`config.mk`:
```
export PLATFORM = sky130hd
export DESIGN_NAME = dmem_access_ctrl
export DESIGN_NICKNAME = d
export VERILOG_FILES = /design/src/rtl/dmem_access_ctrl.sv
export SDC_FILE = /design/constraint.sdc
export NUM_CORES = 1
export LEC_CHECK = 0
export ABC_CLOCK_PERIOD_IN_PS = 3100
export BUFFER_PORTS_ARGS = -buffer_cell sky130_fd_sc_hd__clkbuf_2
export CAP_MARGIN = 30
export CORE_MARGIN = 3
export CORE_UTILIZATION = 47
export DETAILED_ROUTE_END_ITERATION = 6
export PLACE_DENSITY_LB_ADDON = 0.2
export REMOVE_ABC_BUFFERS = 1
export SLEW_MARGIN = 20
export SYNTH_ARGS = -nofsm -noshare
export SYNTH_HDL_FRONTEND = slang
export SYNTH_SLANG_ARGS = --single-unit
```
`constraint.sdc`:
```
create_clock -name clk -period 3.1 [get_ports clk]
set_clock_uncertainty 0.05 [all_clocks]
set_input_delay 0.62 -clock clk [delete_from_list [all_inputs] [get_ports clk]]
set_output_delay 0.62 -clock clk [all_outputs]
set_load 0.01 [all_outputs]
```
`src/rtl/dmem_access_ctrl.sv`:
```
// MEM-stage data-memory sequencer: 2-cycle store / 3-cycle load minimum, Stall held while the access is open.
// Backpressure: each cycle without mem_gnt (REQ) or mem_rvalid (WAIT) adds one Stall cycle; no timeout.
module dmem_access_ctrl #(
  parameter int addrWidth = 15
) (
  input  logic                 clk,
  input  logic                 rst_n,
  input  logic [31:0]          inst,
  input  logic [31:0]          alu_out,
  input  logic [31:0]          rs2_rdata,
  input  logic                 kill,
  output logic                 Stall,
  output logic                 mem_req,
  input  logic                 mem_gnt,
  output logic                 mem_we,
  output logic [addrWidth-1:0] mem_addr,
  output logic [3:0]           mem_wstrb,
  output logic [31:0]          mem_wdata,
  input  logic                 mem_rvalid,
  input  logic [31:0]          mem_rdata,
  output logic [31:0]          load_data,
  output logic                 load_valid,
  output logic                 misalign
);

  localparam logic [6:0] OPC_LOAD  = 7'b0000011;
  localparam logic [6:0] OPC_STORE = 7'b0100011;

  typedef enum logic [1:0] {IDLE, REQ, WAIT, DONE} state_t;

  state_t      state;
  logic [2:0]  size_q;
  logic [1:0]  off_q;
  logic [2:0]  funct3;
  logic        is_load;
  logic        is_store;
  logic        mem_op;
  logic        misaligned;
  logic        start;
  logic [3:0]  wstrb_nxt;
  logic [31:0] wdata_nxt;
  logic [31:0] rdata_shift;
  logic [31:0] load_fmt;
  logic        unused_bits;

  assign funct3   = inst[14:12];
  assign is_load  = (inst[6:0] == OPC_LOAD) &&
                    (funct3 inside {3'b000, 3'b001, 3'b010, 3'b100, 3'b101});
  assign is_store = (inst[6:0] == OPC_STORE) &&
                    (funct3 inside {3'b000, 3'b001, 3'b010});
  assign mem_op   = is_load | is_store;

  assign misaligned = ((funct3[1:0] == 2'b01) && alu_out[0]) ||
                      ((funct3 == 3'b010) && (alu_out[1:0] != 2'b00));

  // Gated by rst_n so Stall drops the moment reset is applied, whatever sits in MEM.
  assign start = rst_n && (state == IDLE) && mem_op && !kill && !misaligned;
  assign Stall = start || (state == REQ) || (state == WAIT);

  assign unused_bits = ^{inst[31:15], inst[11:7], alu_out[31:addrWidth]};

  always_comb begin
    wstrb_nxt = 4'b0000;
    wdata_nxt = rs2_rdata;
    case (funct3[1:0])
      2'b00: begin
        wdata_nxt = {4{rs2_rdata[7:0]}};
        if (is_store) wstrb_nxt = 4'b0001 << alu_out[1:0];
      end
      2'b01: begin
        wdata_nxt = {2{rs2_rdata[15:0]}};
        if (is_store) wstrb_nxt = 4'b0011 << alu_out[1:0];
      end
      default: begin
        if (is_store) wstrb_nxt = 4'b1111;
      end
    endcase
  end

  assign rdata_shift = mem_rdata >> {off_q, 3'b000};

  always_comb begin
    load_fmt = rdata_shift;
    case (size_q)
      3'b000:  load_fmt = {{24{rdata_shift[7]}}, rdata_shift[7:0]};
      3'b001:  load_fmt = {{16{rdata_shift[15]}}, rdata_shift[15:0]};
      3'b100:  load_fmt = {24'h0, rdata_shift[7:0]};
      3'b101:  load_fmt = {16'h0, rdata_shift[15:0]};
      default: load_fmt = rdata_shift;
    endcase
  end

  always_ff @(posedge clk or negedge rst_n) begin
    if (!rst_n) begin
      state      <= IDLE;
      mem_req    <= 1'b0;
      mem_we     <= 1'b0;
      mem_addr   <= '0;
      mem_wstrb  <= 4'b0000;
      mem_wdata  <= 32'h0;
      size_q     <= 3'b000;
      off_q      <= 2'b00;
      load_data  <= 32'h0;
      load_valid <= 1'b0;
      misalign   <= 1'b0;
    end else begin
      load_valid <= 1'b0;
      misalign   <= 1'b0;
      case (state)
        IDLE: begin
          if (start) begin
            state     <= REQ;
            mem_req   <= 1'b1;
            mem_we    <= is_store;
            mem_addr  <= {alu_out[addrWidth-1:2], 2'b00};
            mem_wstrb <= wstrb_nxt;
            mem_wdata <= wdata_nxt;
            size_q    <= funct3;
            off_q     <= alu_out[1:0];
          end else if (mem_op && !kill && misaligned) begin
            misalign <= 1'b1;
          end
        end
        REQ: begin
          if (mem_gnt) begin
            mem_req <= 1'b0;
            state   <= mem_we ? DONE : WAIT;
          end
        end
        WAIT: begin
          if (mem_rvalid) begin
            load_data  <= load_fmt;
            load_valid <= 1'b1;
            state      <= DONE;
          end
        end
        DONE:    state <= IDLE;
        default: state <= IDLE;
      endcase
    end
  end

endmodule

```
== After elaboration in Yosys (flattened, before gate mapping) ==
Cells that the tools add are included.
Word-level totals
  bits in registers: 92
  bits of input ports: 133
  output and inout bits: 88
  logic and storage cells: 77
Cells by class
  equal/unequal tests: 16
  shift-type cells: 3
  mux-type cells: 19
  bitwise operators: 1
  reduce and logical (&&, ||, !) cells: 27
Operators with widths (count)
  $pmux W32 S4: 1
  $pmux W32 S2: 1
  $shr A32 B5 Y32: 1
  $eq A3 B3 Y1 const B: 4
  $mux W4: 3
  $logic_and A1 B1 Y1: 10
  $mux W1: 8
  $pmux W2 S4: 1
  $pmux W4 S2: 1
  $eq A7 B2 Y1 const B: 1
  $eq A7 B6 Y1 const B: 1
  $eq A3 B1 Y1 const B: 2
  $logic_not A3 Y1: 2
  $mux W2: 3
  $ne A2 B2 Y1 const B: 3
  $reduce_and A3 Y1: 2
  $reduce_bool A5 Y1: 1
  $eq A2 B1 Y1 const B: 2
  $eq A2 B2 Y1 const B: 2
  $logic_not A2 Y1: 2
  $reduce_and A2 Y1: 2
  $reduce_bool A2 Y1: 2
  $shl A1 B2 Y4 const A: 1
  $shl A2 B2 Y4 const A: 1
  6 further kinds: 9

== Depth between registers and ports, before layout ==
Gate-level depths: netlist (run 1).
  depth after elaboration: 9
  mapped depth: 9
  mapped depth without buffers: 8

== Least setup slack after synthesis (run 1) ==
Ideal clock, no wire load.
  kind: input to output
  start: input inst[2]
  end: output Stall
  arrival time: 2.375 ns
  required time: 2.430 ns
  setup slack: 0.055 ns
  cell stages on the path: 6
  buffers on the path: 2
  cells stage by stage: or4_1 or4_4 nor4b_4 buf_6 buf_6 or3_1
On the way
  longest elaborated chain between the ends: 8
  elaborated cells between the ends (all ways): 10
  classes of those cells: eq/ne: 2; bitwise: 1; reduce/logical: 7
RTL lines
  start: declaration: line 8  | input logic [31:0] inst,
  $eq A7 B2 Y1 or $eq A7 B6 Y1 (tied branches): line 47, 49
  $logic_and A1 B1 Y1 (on tied branches): line 47, 49
  $or A1 B1 Y1 *: line 51  | assign mem_op = is_load | is_store;
  $logic_and A1 B1 Y1 * (3 in a row): line 57  | assign start = rst_n && (state == IDLE) && mem_op && !kill && !misaligned;
  $logic_or A1 B1 Y1 * (2 in a row): line 58  | assign Stall = start || (state == REQ) || (state == WAIT);
  end: declaration: line 12  | output logic Stall,
Every way passes the cells marked *; elsewhere a longest branch is shown, timed or not.

== Final worst setup path (run 1) ==
  start: input alu_out[0]
  end: output Stall
On the way
  longest elaborated chain between the ends: 7
  elaborated cells between the ends (all ways): 8
  classes of those cells: reduce/logical: 8
RTL lines
  start: declaration: line 9  | input logic [31:0] alu_out,
  $reduce_bool A2 Y1: line 54  | ((funct3 == 3'b010) && (alu_out[1:0] != 2'b00));
  $logic_and A1 B1 Y1: line 54
  $logic_or A1 B1 Y1 *: line 53  | assign misaligned = ((funct3[1:0] == 2'b01) && alu_out[0]) ||
  $logic_not A1 Y1 *: line 57
  $logic_and A1 B1 Y1 *: line 57
  $logic_or A1 B1 Y1 * (2 in a row): line 58
Marks and branches as above.

==> out/metrics.sh, run 1 <==
RESULT_OF_THE_RUN='complete, no violations'
CTS-RESIZED-GATES=0
ANTENNA_VIOLATION_NET_COUNT_AFTER_DETAILED_ROUTING=0
ROUTE.DETAILED.WL_PER_INST_UM=15.59
POSTSYNTHREGISTERBITS=92
WORSTSETUPENDPOINTTYPE='output pin'
GRT_OVERFLOW=0
CRITICAL_PATH.SLOWEST_CELL='or4b_2'
LAYOUT.FILLER_CELLS=816
FINALSETUPVIOLCOUNT=0
FINALHOLDVIOLATIONS=0
NUMBER_OF_INSTANCES_IN_THE_SYNTHESIZED_NETLIST=441
CRIT_FANOUT=2
POWER.TOTAL_mW=3.446
GRT_FIRST_PASS_WIRELENGTH_UM=19380
CRITICAL_PATH_DEPTH=8
SYNTH_AREA_LEADERS='dfrtp_1 (50%), mux2_2 (10%), mux2i_1 (8.9%)'
FOOTPRINT_OF_THE_MULTI_INPUT_GATES_UM2=2083
DRIVE_ABOVE_1_SHARE_PCT=41.48
FLOORPLAN.INITIALDENSITY_PCT=49.08
ROUTED-VIA-COUNT=3902
CTS_TREE='done'
CTS_SINKS=92
CTS_INSERTED_BUFFERS=9
FIRST_ITER_VIOLATIONS=98
DIEHEIGHT_UM=104.9
YOSYS.CELL_TYPES.COUNT=38
FINAL.HOLD.WORST_SLACK_NS=0.1235
FINAL_CELLS=751
POST_CTS_HOLD_BUFFER_COUNT=0
P_SW_mW=1.187
YS.FLOP_TYPE='dfrtp_1'
NUMBER_OF_SYNTHESIZED_FLOPS_WITH_AN_ENABLE_PIN=0
ANTENNA_CELLS=0
MIN_PERIOD_NS=2.972
YS_SEQ_AREA_SHARE_PCT=50.05
CTSLONGESTPATHBUFFERS=2
MEAN_INSTANCE_SIZE_IN_THE_SYNTHESIZED_NETLIST_UM2=10.43
PLACE_CONGESTION=0.8208
FIN_NETS=757
MAXSLEWVIOLCOUNT=0
DETAILED_PLACE_HPWL_UM=8674
ANTENNA_FOUND_INITIAL=2
TIMING.SETUP.CRITICAL_PATH_CLASS='input port to output pin'
DRV.MAX_CAP_VIOLATION_COUNT=0
SYN2LAYOUT_AREA_GROWTH_PCT=26.47
SWITCHING_SHARE_PCT=34.45
SHARE_SEQ_OF_TOTAL_POWER_PCT=46.9
PATH_CLK_SLEW_NS=0.09
YOSYSWARNINGS=0
DRC=0
PLACEMENT_ROWS=35
POST-SYNTH-TOP-AREA-CELL='dfrtp_1'
SETUP.WORST_PATH.START_CLASS='input port'
MAX_FREQ_MHz=336.4
TIMING.CRITICAL_PATH.MAX_DELAY_FAMILY='simple AND/OR/NAND/NOR gates'
GRT_SETUP_UNREPAIRED='no'
CTS_MAX_LEVEL=3
DRT_WL_TOTAL_UM=11710
BUFFER_COUNT_FROM_POST_CTS_SETUP_FIXING=0
DRT_FIRST_PASS_ITERS=5
P_LEAK_nW=3.004
COREAREA_UM2=9371
COUNT_OF_INPUT_AND_OUTPUT_BUFFERS=179
SYNTH.CELL_AREA_UM2=4599
FIRST_GLOBAL_VIAS=3926
ASYNC_S_R_FF_SHARE_SYNTH_PCT=100.0
CRIT_ARRIVAL_NS=2.30
CELL_INTERNAL_PWR_mW=2.259
FP.DIEAREA_UM2=11010
MAX-VDD-IR-DROP_uV=272.8
DIEWIDTH_UM=104.9
WORST-R2R-CELL-COUNT=8
RELSLEWSLACK_PCT=44.24
NETLIST.AREA_LEADER.SHARE_PCT=50.05
CRITICAL_PATH_RT_NS=2.43
FF_LATCH_AREA_UM2=2302
POST_PLACE_CELLS=735
CRIT_BUF_INV=3
CPMOSTUSEDCELL='clkbuf_2'
POWER.SHARE.COMBINATIONAL_PCT=31.1
POST-ROUTE-PERIOD-UTIL_PCT=95.88
PWRDENS_nW_PER_UM2=592.5
IO_PINS=221
CLOCK_LATENCY_NS=0.35
CLOCK_TREE_ROOT_BUFFER_CELL='clkbuf_8'
GRT_START_MAX_NET_PINS=68
SLOWEST_DELAY_NS=0.63
CLOCKPOWERSHARE_PCT=22.0
TIGHTESTPINTRANSITION_NS=0.8364
CRIT_CHAIN='clkbuf_2 > inv_1 > ha_1 > or4b_2 > nand3_1 > nor4b_4 > or3_1 > clkbuf_2'
TIMING.HOLD.WORST.CLASS='input port to async pin'
GRT_UTIL_ALL_LAYERS_PCT=21.64
DRT-VIAS-PER-INSTANCE=5.196
-- registers in the layout, summed over array words and instances, names as in the netlist --
signal / flops
misalign: 1
mem_wdata: 32
mem_we: 1
mem_addr: 13
mem_req: 1
load_data: 32
mem_wstrb: 4
size_q: 3
off_q: 2
load_valid: 1
state: 2
-- routing by layer --
layer | routed length (um) | track usage, % | part of all wire (%) | up-vias
met5 | 27 | 0 | 0.23 | -
met4 | 213 | 7.404 | 1.8 | 4
met3 | 1097 | 6.671 | 9.4 | 21
met2 | 5475 | 34.51 | 47 | 152
met1 | 4893 | 28.03 | 42 | 1846
li1 | - | - | - | 1879
-- power groups by stage --
stage	sequential, mW	combinational [mW]	clock, mW
3_3_place_gp	1.62	1.05	0
3_5_place_dp	1.64	1.09	0
5_1_grt	1.65	1.19	0.828
6_report	1.62	1.07	0.757
4_1_cts	1.61	1.09	0.779
2_1_floorplan	1.73	0.467	0
-- final timing paths --
check / slack (ns) / to / start
max in group asynchronous: 1.72 / mem_wdata[12]$_DFFE_PN0P_ / rst_n
max: 0.13 / Stall / alu_out[0]
min reg2reg: 0.43 / load_data[5]$_DFFE_PN0P_ / load_data[5]$_DFFE_PN0P_
min: 0.12 / load_data[30]$_DFFE_PN0P_ / rst_n
max reg2reg: 0.51 / mem_addr[13]$_DFFE_PN0P_ / state[0]$_DFFE_PN0P_
min in group clk: 0.43 / load_data[5]$_DFFE_PN0P_ / load_data[5]$_DFFE_PN0P_
-- cells in the mapped netlist (2+ instances only) --
master	count
a211oi_1	3
a21oi_1	36
buf_4	5
buf_6	5
clkbuf_1	19
dfrtp_1	92
ha_1	7
inv_1	13
mux2_2	42
mux2i_1	41
nand2_1	49
nand3b_1	2
nor2_1	52
nor2b_1	5
nor3_1	2
o211ai_1	7
o21ai_0	28
o22a_1	9
o22ai_1	5
-- stage by stage --
stage                     instance area (um^2)  setup TNS (ns)  utilization (%)  setup WS, ns
after floorplan                           4434          -68.25                -        -1.596
after global placement                    5632               0            60.09        0.1470
after detailed placement                  5632               0            60.09       0.08346
after CTS                                 5817               0            62.07        0.1294
after global routing                      5817               0            62.07       0.03941
final                                     5817               0            62.07        0.1277
-- cell usage in the layout (no fill, tap or decap), types with 7 or more instances in the layout --
cell type / Yosys / final
a21oi_1: 36 / 36
buf_4: 5 / 14
clkbuf_2: 0 / 178
clkbuf_8: 0 / 10
dfrtp_1: 92 / 92
ha_1: 7 / 7
inv_1: 13 / 13
mux2_2: 42 / 42
mux2i_1: 41 / 41
nand2_1: 49 / 49
nor2_1: 52 / 52
o211ai_1: 7 / 7
o21ai_0: 28 / 28
o22a_1: 9 / 9
-- kinds of logic after synthesis --
| group | after synthesis | synth area share, % |
|---|---|---|
| other cells | 1 | 0.08153 |
| mux | 84 | 19.70 |
| fa+ha+maj | 7 | 1.904 |
| simple gates | 120 | 11.45 |
| compound gates | 94 | 12.08 |
| flops | 92 | 50.05 |
| buf+inv | 43 | 4.733 |
-- cell type report --
type | instances | share of cell area [%]
Inverter | 13 | 0.8389
Timing Repair Buffer | 194 | 17.81
Sequential cell | 92 | 39.58
Multi-Input combinational cell | 307 | 35.81
Clock inverter | 6 | 0.8174
Tap cell | 129 | 2.775
Clock buffer | 10 | 2.366
Note: power is estimated with default switching activity, not from simulation.
==> run 2: changes to the inputs <==
ABC_CLOCK_PERIOD_IN_PS = 3000   (was 3100)
clock period = 3 ns   (was 3.1 ns; I/O delays follow)
==> run 2 against run 1 <==
  * Sequential share of layout area fell by 0.46 points
  * Critical path depth down 2
  * Final area is 1.2% higher
  * Clock-buffer cell count up 1
  * Power increased by 8.1%
  * Highest routed layer is now met4
  * Worst hold slack better by 0.089 ns
  * First-iteration DRC count up 20%
  * Largest cell class unchanged
==> out/metrics.sh, run 2 (synthesis results as in run 1) <==
ROUTED-VIA-COUNT=3888  # -0.36%
RESULT_OF_THE_RUN='complete, no violations'
DRT_WL_TOTAL_UM=11740  # +0.26%
TIGHTESTPINTRANSITION_NS=0.8013  # -0.03506 ns
GRT_SETUP_UNREPAIRED='no'
ANTENNA_FOUND_INITIAL=0  # -2
FIRST_ITER_VIOLATIONS=118  # +20%
FP.DIEAREA_UM2=11010  # unchanged
FINALHOLDVIOLATIONS=0  # unchanged
FIN_WS_NS=0.1023  # -0.02548 ns
PWRDENS_nW_PER_UM2=632.9  # +6.8%
SETUP_TNS_NS=0  # unchanged
FINAL_CELL_MIX='clkbuf_2 (178), dfrtp_1 (92), nor2_1 (52)'
ANTENNA_CELLS=0  # unchanged
RELSLEWSLACK_PCT=46.58  # +2.3 points
FIRST_GLOBAL_VIAS=3898  # -0.71%
DRV.MAX_CAP_VIOLATION_COUNT=0  # unchanged
FIN_NETS=760  # +0.40%
DETAILEDPLACE.WORSTSLACK_NS=0.05494  # -0.02852 ns
ROUTE.DETAILED.WL_PER_INST_UM=15.57  # -0.13%
SYN2LAYOUT_AREA_GROWTH_PCT=27.97
POWER.SHARE.COMBINATIONAL_PCT=30.2  # -0.9 points
PLACEMENT_ROWS=35  # unchanged
MAXSLEWVIOLCOUNT=0  # unchanged
COREAREA_UM2=9371  # unchanged
SWITCHING_SHARE_PCT=32.64  # -1.8 points
FINALSETUPVIOLCOUNT=0  # unchanged
COUNT_OF_INPUT_AND_OUTPUT_BUFFERS=179  # unchanged
FLOORPLAN.INITIALDENSITY_PCT=49.08  # unchanged
CLOCK_LATENCY_NS=0.35  # about the same
DRIVE_ABOVE_1_SHARE_PCT=41.92  # +0.44 points
DIEHEIGHT_UM=104.9  # unchanged
CRITICAL_PATH_RT_NS=2.35  # -0.08 ns
SETUP.WORST_PATH.START_CLASS='input port'
SETUP.REG_TO_REG.WORST_SLACK_NS=0.50  # about the same
DRT-VIAS-PER-INSTANCE=5.156  # -0.76%
SHARE_SEQ_OF_TOTAL_POWER_PCT=44.5  # -2.4 points
GRT_START_MAX_NET_PINS=65  # -4.4%
MAX-VDD-IR-DROP_uV=314.8  # +15%
CRIT_ARRIVAL_NS=2.25  # -0.05 ns
CTS_SINKS=92  # unchanged
POST_CTS_HOLD_BUFFER_COUNT=0  # unchanged
PLACE_CONGESTION=0.8245  # +0.45%
ANTENNA_VIOLATION_NET_COUNT_AFTER_DETAILED_ROUTING=0  # unchanged
DRC=0  # unchanged
CTS_MAX_LEVEL=3  # unchanged
CTS_TREE='done'
PATH_CLK_SLEW_NS=0.09  # about the same
MOST_FREQUENT_STANDARD_CELL_IN_THE_LAYOUT_EXCLUDING_FILL_AND_TAP_CELLS='clkbuf_2'
CTS_INSERTED_BUFFERS=9  # unchanged
DRT_FIRST_PASS_ITERS=5  # unchanged
P_LEAK_nW=3.038  # +1.1%
DIEWIDTH_UM=104.9  # unchanged
DETAILED_PLACE_HPWL_UM=8680  # about the same
TIMING.SETUP.CRITICAL_PATH_CLASS='input port to output pin'
TIMING.HOLD.WORST.CLASS='input port to async pin'
GRT_FIRST_PASS_WIRELENGTH_UM=19410  # +0.14%
CELL_INTERNAL_PWR_mW=2.509  # +11%
GRT_UTIL_ALL_LAYERS_PCT=21.74  # +0.098 points
GRT_OVERFLOW=0  # unchanged
CRIT_FANOUT=3  # +1
REG.LARGEST.LIST='load_data: 32 flops, mem_wdata: 32 flops, mem_addr: 13 flops'
CTSLONGESTPATHBUFFERS=2  # unchanged
CLOCKPOWERSHARE_PCT=25.3  # +3.3 points
IO_PINS=221  # unchanged
MAX_FREQ_MHz=345.1
P_SW_mW=1.216  # +2.4%
CLOCK_TREE_ROOT_BUFFER_CELL='clkbuf_8'
MIN_PERIOD_NS=2.898
POST-ROUTE-PERIOD-UTIL_PCT=96.59
WORSTSETUPENDPOINTTYPE='output pin'
-- run 2: cell count changes in the layout (fill, tap and decap cells not counted), sizes merged --
cell    before  now
bufinv       0    2
inv         14   13
clkinv       4    2
buf         16   19
clkbuf     188  189
-- run 2: layout make-up --
type | instances | area (um^2)
Fill cell | 840 | 3486
Sequential cell | 92 | 2302
Multi-Input combinational cell | 307 | 2088
Timing Repair Buffer | 197 | 1059
Tap cell | 129 | 161.4
Clock buffer | 11 | 141.4
Clock inverter | 5 | 85.08
Inverter | 13 | 48.80
-- run 2: power groups by stage --
| stage | Sequential [mW] | Combinational, mW | Clock (mW) |
|---|---|---|---|
| final | 1.66 | 1.12 | 0.942 |
| after global routing | 1.70 | 1.27 | 1.01 |
| after CTS | 1.66 | 1.13 | 0.961 |
| after detailed placement | 1.68 | 1.13 | 0 |
| after global placement | 1.67 | 1.09 | 0 |
| after floorplan | 1.79 | 0.483 | 0 |
-- run 2: through the flow --
step / utilization [%] / area [um^2] / power (mW) / hold WS (ns) / cells
2_1_floorplan: - / 4434 / 2.268 / 0.2544 / 412
3_3_place_gp: 60.25 / 5647 / 2.765 / 0.4092 / 737
3_5_place_dp: 60.25 / 5647 / 2.813 / 0.4175 / 737
4_1_cts: 62.67 / 5873 / 3.754 / 0.2146 / 753
5_1_grt: 62.80 / 5886 / 3.974 / 0.2395 / 754
6_report: 62.80 / 5886 / 3.725 / 0.2129 / 754
-- run 2: path summary, 6_finish.rpt --
path,to,depth (start not counted),startpoint
max reg2reg,mem_wdata[25]$_DFFE_PN0P_,8,state[1]$_DFFE_PN0P_
max in group asynchronous,mem_wstrb[3]$_DFFE_PN0P_,3,rst_n
min reg2reg,load_data[2]$_DFFE_PN0P_,2,load_data[2]$_DFFE_PN0P_
min in group clk,mem_addr[4]$_DFFE_PN0P_,2,alu_out[4]
min,load_data[6]$_DFFE_PN0P_,2,rst_n
max,Stall,6,inst[2]
-- run 2: worst max-delay path, stage by stage --
cell and delay, ns:
clkbuf_2 0.07, or4_1 0.53, or4_4 0.54, nor4b_4 0.24, or3_1 0.14, clkbuf_2 0.12
-- run 2: per-layer routing --
layer | track usage, % | share of wire (%)
met1 | 27.65 | 42
met2 | 35.70 | 47
met3 | 6.547 | 9.1
met4 | 6.748 | 1.3
met5 | 0 | 0
-- run 2: timing repair --
item                                    4_1_cts  5_1_grt
setup buffers                                 0        1
resized for setup                             0        2
endpoints found under the setup margin        0        1
